## config.mk

```make
export PLATFORM = sky130hd
export DESIGN_NAME = l1tlb_l2req_arb
export DESIGN_NICKNAME = d
export VERILOG_FILES = /design/src/rtl/l1tlb_l2req_arb.sv
export SDC_FILE = /design/constraint.sdc
export NUM_CORES = 1
export LEC_CHECK = 0
export ABC_AREA = 1
export CAP_MARGIN = 20
export CORE_UTILIZATION = 25
export CTS_BUF_LIST = sky130_fd_sc_hd__clkbuf_8
export CTS_CLUSTER_DIAMETER = 120
export CTS_CLUSTER_SIZE = 14
export DETAILED_ROUTE_END_ITERATION = 10
export PLACE_DENSITY = 0.52
export SYNTH_ARGS = -nofsm -noshare
export SYNTH_HDL_FRONTEND = slang
export SYNTH_SLANG_ARGS = --single-unit
```

## constraint.sdc

```tcl
create_clock -name clk -period 11.1 [get_ports clk]
set_input_delay 1.11 -clock clk [delete_from_list [all_inputs] [get_ports clk]]
set_output_delay 1.11 -clock clk [all_outputs]
set_load 0.02 [all_outputs]
```

## src/rtl/l1tlb_l2req_arb.sv

```systemverilog
// L1 TLB -> L2 TLB request arbiter: two per-source FIFOs, round-robin grant,
// registered output stage with source tag. Optional stats: TLB_ARB_STATS_EN.

module l1tlb_l2req_fifo #(
    parameter int REQ_W = 64,
    parameter int DEPTH = 4
) (
    input  logic             clk,
    input  logic             reset,
    input  logic             push_valid,
    input  logic [REQ_W-1:0] din,
    input  logic             pop,
    output logic             retry,
    output logic             empty,
    output logic [REQ_W-1:0] dout
);
    localparam int AW = $clog2(DEPTH);
    localparam int CW = AW + 1;

    logic [REQ_W-1:0] mem [DEPTH];
    logic [AW-1:0]    wptr;
    logic [AW-1:0]    rptr;
    logic [CW-1:0]    cnt;
    logic [CW-1:0]    cnt_nxt;
    logic             push;

    // Retry is a flop, so a full FIFO refuses the write outright.
    assign push  = push_valid && !retry;
    assign empty = (cnt == '0);
    assign dout  = mem[rptr];

    // Next occupancy; push and pop together leave it unchanged.
    always_comb begin
        cnt_nxt = cnt;
        unique case ({push, pop})
            2'b10:   cnt_nxt = cnt + CW'(1);
            2'b01:   cnt_nxt = cnt - CW'(1);
            default: cnt_nxt = cnt;
        endcase
    end

    // Pointers, count and registered full flag.
    always_ff @(posedge clk) begin
        if (!reset) begin
            wptr  <= '0;
            rptr  <= '0;
            cnt   <= '0;
            retry <= 1'b0;
        end else begin
            if (push) wptr <= wptr + AW'(1);
            if (pop)  rptr <= rptr + AW'(1);
            cnt   <= cnt_nxt;
            retry <= (cnt_nxt == CW'(DEPTH));
        end
    end

    // Storage array; contents need no reset.
    always_ff @(posedge clk) begin
        if (push) mem[wptr] <= din;
    end
endmodule

module l1tlb_l2req_arb #(
    parameter int REQ_W = 64,
    parameter int DEPTH = 4
) (
    input  logic             clk,
    input  logic             reset,
    input  logic             dctlb_req_valid,
    output logic             dctlb_req_retry,
    input  logic [REQ_W-1:0] dctlb_req,
    input  logic             ictlb_req_valid,
    output logic             ictlb_req_retry,
    input  logic [REQ_W-1:0] ictlb_req,
    output logic             l1tlbtol2tlb_req_valid,
    input  logic             l1tlbtol2tlb_req_retry,
    output logic [REQ_W-1:0] l1tlbtol2tlb_req,
    output logic             l1tlbtol2tlb_req_src
`ifdef TLB_ARB_STATS_EN
    ,
    output logic [15:0]      dctlb_grant_cnt,
    output logic [15:0]      ictlb_grant_cnt
`endif
);
    logic             d_empty;
    logic             i_empty;
    logic [REQ_W-1:0] d_dout;
    logic [REQ_W-1:0] i_dout;
    logic             load;
    logic             grant_d;
    logic             grant_i;
    logic             last_grant;

    l1tlb_l2req_fifo #(.REQ_W(REQ_W), .DEPTH(DEPTH)) u_dfifo (
        .clk        (clk),
        .reset      (reset),
        .push_valid (dctlb_req_valid),
        .din        (dctlb_req),
        .pop        (grant_d),
        .retry      (dctlb_req_retry),
        .empty      (d_empty),
        .dout       (d_dout)
    );

    l1tlb_l2req_fifo #(.REQ_W(REQ_W), .DEPTH(DEPTH)) u_ififo (
        .clk        (clk),
        .reset      (reset),
        .push_valid (ictlb_req_valid),
        .din        (ictlb_req),
        .pop        (grant_i),
        .retry      (ictlb_req_retry),
        .empty      (i_empty),
        .dout       (i_dout)
    );

    // Output slot is free when empty or its contents leave this edge.
    assign load = !l1tlbtol2tlb_req_valid || !l1tlbtol2tlb_req_retry;

    // Round-robin pick; a tie goes to the source not granted last.
    always_comb begin
        grant_d = 1'b0;
        grant_i = 1'b0;
        if (load) begin
            unique case ({!d_empty, !i_empty})
                2'b11: begin
                    grant_d = last_grant;
                    grant_i = !last_grant;
                end
                2'b10:   grant_d = 1'b1;
                2'b01:   grant_i = 1'b1;
                default: ;
            endcase
        end
    end

    // Registered output stage and grant history.
    always_ff @(posedge clk) begin
        if (!reset) begin
            l1tlbtol2tlb_req_valid <= 1'b0;
            l1tlbtol2tlb_req       <= '0;
            l1tlbtol2tlb_req_src   <= 1'b0;
            last_grant             <= 1'b1;
        end else if (load) begin
            if (grant_d) begin
                l1tlbtol2tlb_req_valid <= 1'b1;
                l1tlbtol2tlb_req       <= d_dout;
                l1tlbtol2tlb_req_src   <= 1'b0;
                last_grant             <= 1'b0;
            end else if (grant_i) begin
                l1tlbtol2tlb_req_valid <= 1'b1;
                l1tlbtol2tlb_req       <= i_dout;
                l1tlbtol2tlb_req_src   <= 1'b1;
                last_grant             <= 1'b1;
            end else begin
                l1tlbtol2tlb_req_valid <= 1'b0;
            end
        end
    end

`ifdef TLB_ARB_STATS_EN
    // Saturating per-source grant counters.
    always_ff @(posedge clk) begin
        if (!reset) begin
            dctlb_grant_cnt <= '0;
            ictlb_grant_cnt <= '0;
        end else begin
            if (grant_d && dctlb_grant_cnt != 16'hFFFF)
                dctlb_grant_cnt <= dctlb_grant_cnt + 16'd1;
            if (grant_i && ictlb_grant_cnt != 16'hFFFF)
                ictlb_grant_cnt <= ictlb_grant_cnt + 16'd1;
        end
    end
`endif
endmodule

```

==> results.toml <==
[hold_path]
whs_path_depth = 2
hold_path.class = "register to register"
hp-start = "u_dfifo.rptr[0]$_SDFFE_PN0N_"

[global_route]
grt_use_met3_pct = 2.680
track_usage_pct = 12.72
overflow = 0
antenna_found_initial = 14
use_met2_pct = 19.86
grt_max_degree = 99
grt_busiest_layer = "met2"
grtUsageMet1_pct = 17.86
grt_pass1_wl_mm = 99.23
first_global_vias = 15500

[place]
place_congestion = 0.7652
placed_cell_area_sq_um = 29110
dp.final_hpwl_mm = 42.23
dp_cells = 4108
io_buffers = 200

[pwr]
max-vdd-ir-drop_uv = 129.2
swShare_pct = 40.68
internal-power_w = 0.004046
seq_power_share_pct = 43.4
p_sw_w = 0.002774
leakagePower_nw = 13.32
powerDensity_nw_per_um2 = 227.8
combPwrFrac_pct = 40.0
power_frac_clock_pct = 16.6

[drt]
drtIter0Drc = 1023
wl_per_cell_microns = 15.91
firstDrtPassIters = 5
ant_nets = 0
drc = 0
drt_wl_total_mm = 66.87
vias_per_cell = 3.948
dr_total_vias = 16590

[yosys]
synth_top_area_cell = "edfxtp_1"
synth_edf_count = 512
synth_cell_types = 26
syn_avg_cell_area_sq_um = 9.787
ys_async_sr_fraction_pct = 0
netlist_instances = 2635
yosysWarningCount = 0
synth_area_sq_um = 25790
ys_seq_area_share_pct = 66.37
synthTopCellsByArea = "edfxtp_1, nand2_1, inv_1"
synth_ff_type = "edfxtp_1"
synth-seq-cells = 599
synth_nets = 2780
synth_top_area_share_pct = 59.62

[cts]
clock-root-buffer = "clkbuf_8"
ctsHoldBuffers = 0
cts_buffers = 48
clock_sinks = 599
post_cts_buffers = 0
cts_tree = "done"
clkSlewWorstSetupHoldPaths_ns = 0.10
clkLatencyLatePin_ns = 0.67
clockBufferDepth = 3
post_cts_resized = 0
htreeDepth = 2

[timing]
period_needed_ns = 3.220
clock-skew-final_ns = 0.04272
fmax_ghz = 0.3106
setup_viol = 0
hold_violations = 0
rsz0062_at_grt = "no"
relSlewSlack_pct = 30.69
post-route-period-util_pct = 29.01
worst_pin_slew_ns = 1.040
fin_tns_setup_ns = 0
slew_viol_final = 0

[die]
die_x_microns = 323.2
core_sq_um = 102000
die_y_microns = 323.2
design.portCount = 201
initial_core_util_pct = 25.27
dieArea_sq_um = 104400
row_count = 117

[critical_path]
r2r-end = "l1tlbtol2tlb_req[5]$_SDFFE_PN0P_"
cp.required_ns = 11.40
r2r_slack_ns = 8.14
critical-path-max-stage-delay_ns = 0.74
path_max_fanout = 41
end_kind = "register"
start_kind = "input pin"
critical_path_class = "input pin to register"
r2r.worst_path.cells = 9
crit_chain = "clkdlybuf4s50_1, inv_1, nor2_1, clkinv_1, nor2_4, buf_4"
slowest_stage = "nor2_4"
critPathArrivalTime_ns = 3.52

[layout]
stdcell_count = 4202
n_fill_cell = 10650
drive_gt1_share_pct = 5.163
final_nets = 2935
multi_input_area_sq_um = 5807
syn_to_final_growth_pct = 16.11
final_util_pct = 29.35
final-seq-area_sq_um = 17130
fin_area_sq_um = 29940

[run]
drv_cap = 0

[status]
status = "finished clean"
==> placed cells by master (no fill, tap or decap), drive strengths merged <==
| cell | instances |
|---|---|
| nand2 | 791 |
| ha | 10 |
| clkinv | 5 |
| fa | 2 |
| o211ai | 1 |
| buf | 23 |
| or2 | 64 |
| clkdlybuf4s50 | 199 |
| nor2 | 24 |
| o21ai | 74 |
| a21oi | 13 |
| nor3 | 2 |
| inv | 646 |
| diode | 6 |
| nand3 | 322 |
| edfxtp | 512 |
| clkbuf | 49 |
| dfxtp | 87 |
| xor2 | 4 |
==> stage by stage <==
| step | hold slack (ns) | power, W | setup slack (ns) |
|---|---|---|---|
| 6_report | 0.4961 | 0.006820 | 7.880 |
| 5_1_grt | 0.5423 | 0.007355 | 7.700 |
| 4_1_cts | 0.5027 | 0.006948 | 7.862 |
| 3_5_place_dp | 0.4852 | 0.005793 | 7.107 |
| 3_3_place_gp | 0.4815 | 0.005759 | 7.110 |
| 2_1_floorplan | 0.4709 | 0.004821 | 6.507 |
==> metal layers <==
metal / wire length, microns / vias to the layer above / share of wire (%)
met5: 93 / - / 0.14
met3: 3730 / 81 / 5.6
met2: 29800 / 249 / 45
met4: 1202 / 16 / 1.8
met1: 32050 / 7763 / 48
li1: - / 8480 / -
==> flip-flops by register name, indices dropped and copies added (netlist names), 2 cells and up, named ones only <==
signal / count
u_dfifo.mem: 256
u_ififo.mem: 256
l1tlbtol2tlb_req: 64
u_dfifo.cnt: 3
u_ififo.cnt: 3
u_dfifo.rptr: 2
u_dfifo.wptr: 2
u_ififo.rptr: 2
u_ififo.wptr: 2
==> worst max path at each step <==
stage,startpoint,to,slack [ns],cells past startpoint
floorplan,dctlb_req_valid,u_dfifo.mem[0][0]$_DFFE_PP_,6.51,4
global placement,ictlb_req_valid,u_ififo.mem[1][43]$_DFFE_PP_,7.11,6
detailed placement,ictlb_req_valid,u_ififo.mem[1][43]$_DFFE_PP_,7.11,6
CTS,ictlb_req_valid,u_ififo.mem[1][10]$_DFFE_PP_,7.86,6
global route,ictlb_req_valid,u_ififo.mem[1][45]$_DFFE_PP_,7.70,6
finish,ictlb_req_valid,u_ififo.mem[1][45]$_DFFE_PP_,7.88,6
==> kinds of logic (layout without fill, tap and decap cells) <==
| family | Yosys count | in the layout | share of synthesized area (%) |
|---|---|---|---|
| compound gates | 88 | 88 | 1.718 |
| xor+xnor | 4 | 4 | 0.1358 |
| fa+ha+maj | 12 | 12 | 0.6404 |
| buf+inv | 729 | 922 | 11.38 |
| flops | 599 | 599 | 66.37 |
| other cells | 0 | 6 | 0 |
| simple gates | 1203 | 1203 | 19.75 |
==> power by group through the flow <==
stage	Clock (W)	Combinational, W	Sequential, W
floorplan	0	0.00178	0.00304
global placement	0	0.00274	0.00301
detailed placement	0	0.00278	0.00302
CTS	0.00120	0.00279	0.00297
global route	0.00127	0.00309	0.00300
finish	0.00113	0.00273	0.00296
==> cell type report <==
type / count / area share [%]
inverters: 612 / 7.680
diodes: 6 / 0.05014
flip-flops and latches: 599 / 57.20
repair buffers: 222 / 7.220
clock buffers: 49 / 2.252
well taps: 1368 / 5.716
multi-input cells: 1307 / 19.39
clock inverters: 39 / 0.4931
==> worst max-delay path, delay by kind of cell <==
family	cells	cell delay, ns
simple gates	2	0.83
buf+inv	4	1.50
==> synth_stat cells, types with 10 or more instances <==
cell type,count
nand2_1,787
inv_1,606
edfxtp_1,512
nand3_1,322
dfxtp_1,87
buf_2,56
or2_2,51
o21ai_0,40
o21ai_1,34
clkbuf_1,24
nor2_1,23
buf_1,14
a21oi_1,13
or2_1,13
buf_6,12
buf_4,10
ha_1,10
Power figures use the tool's default switching activity.
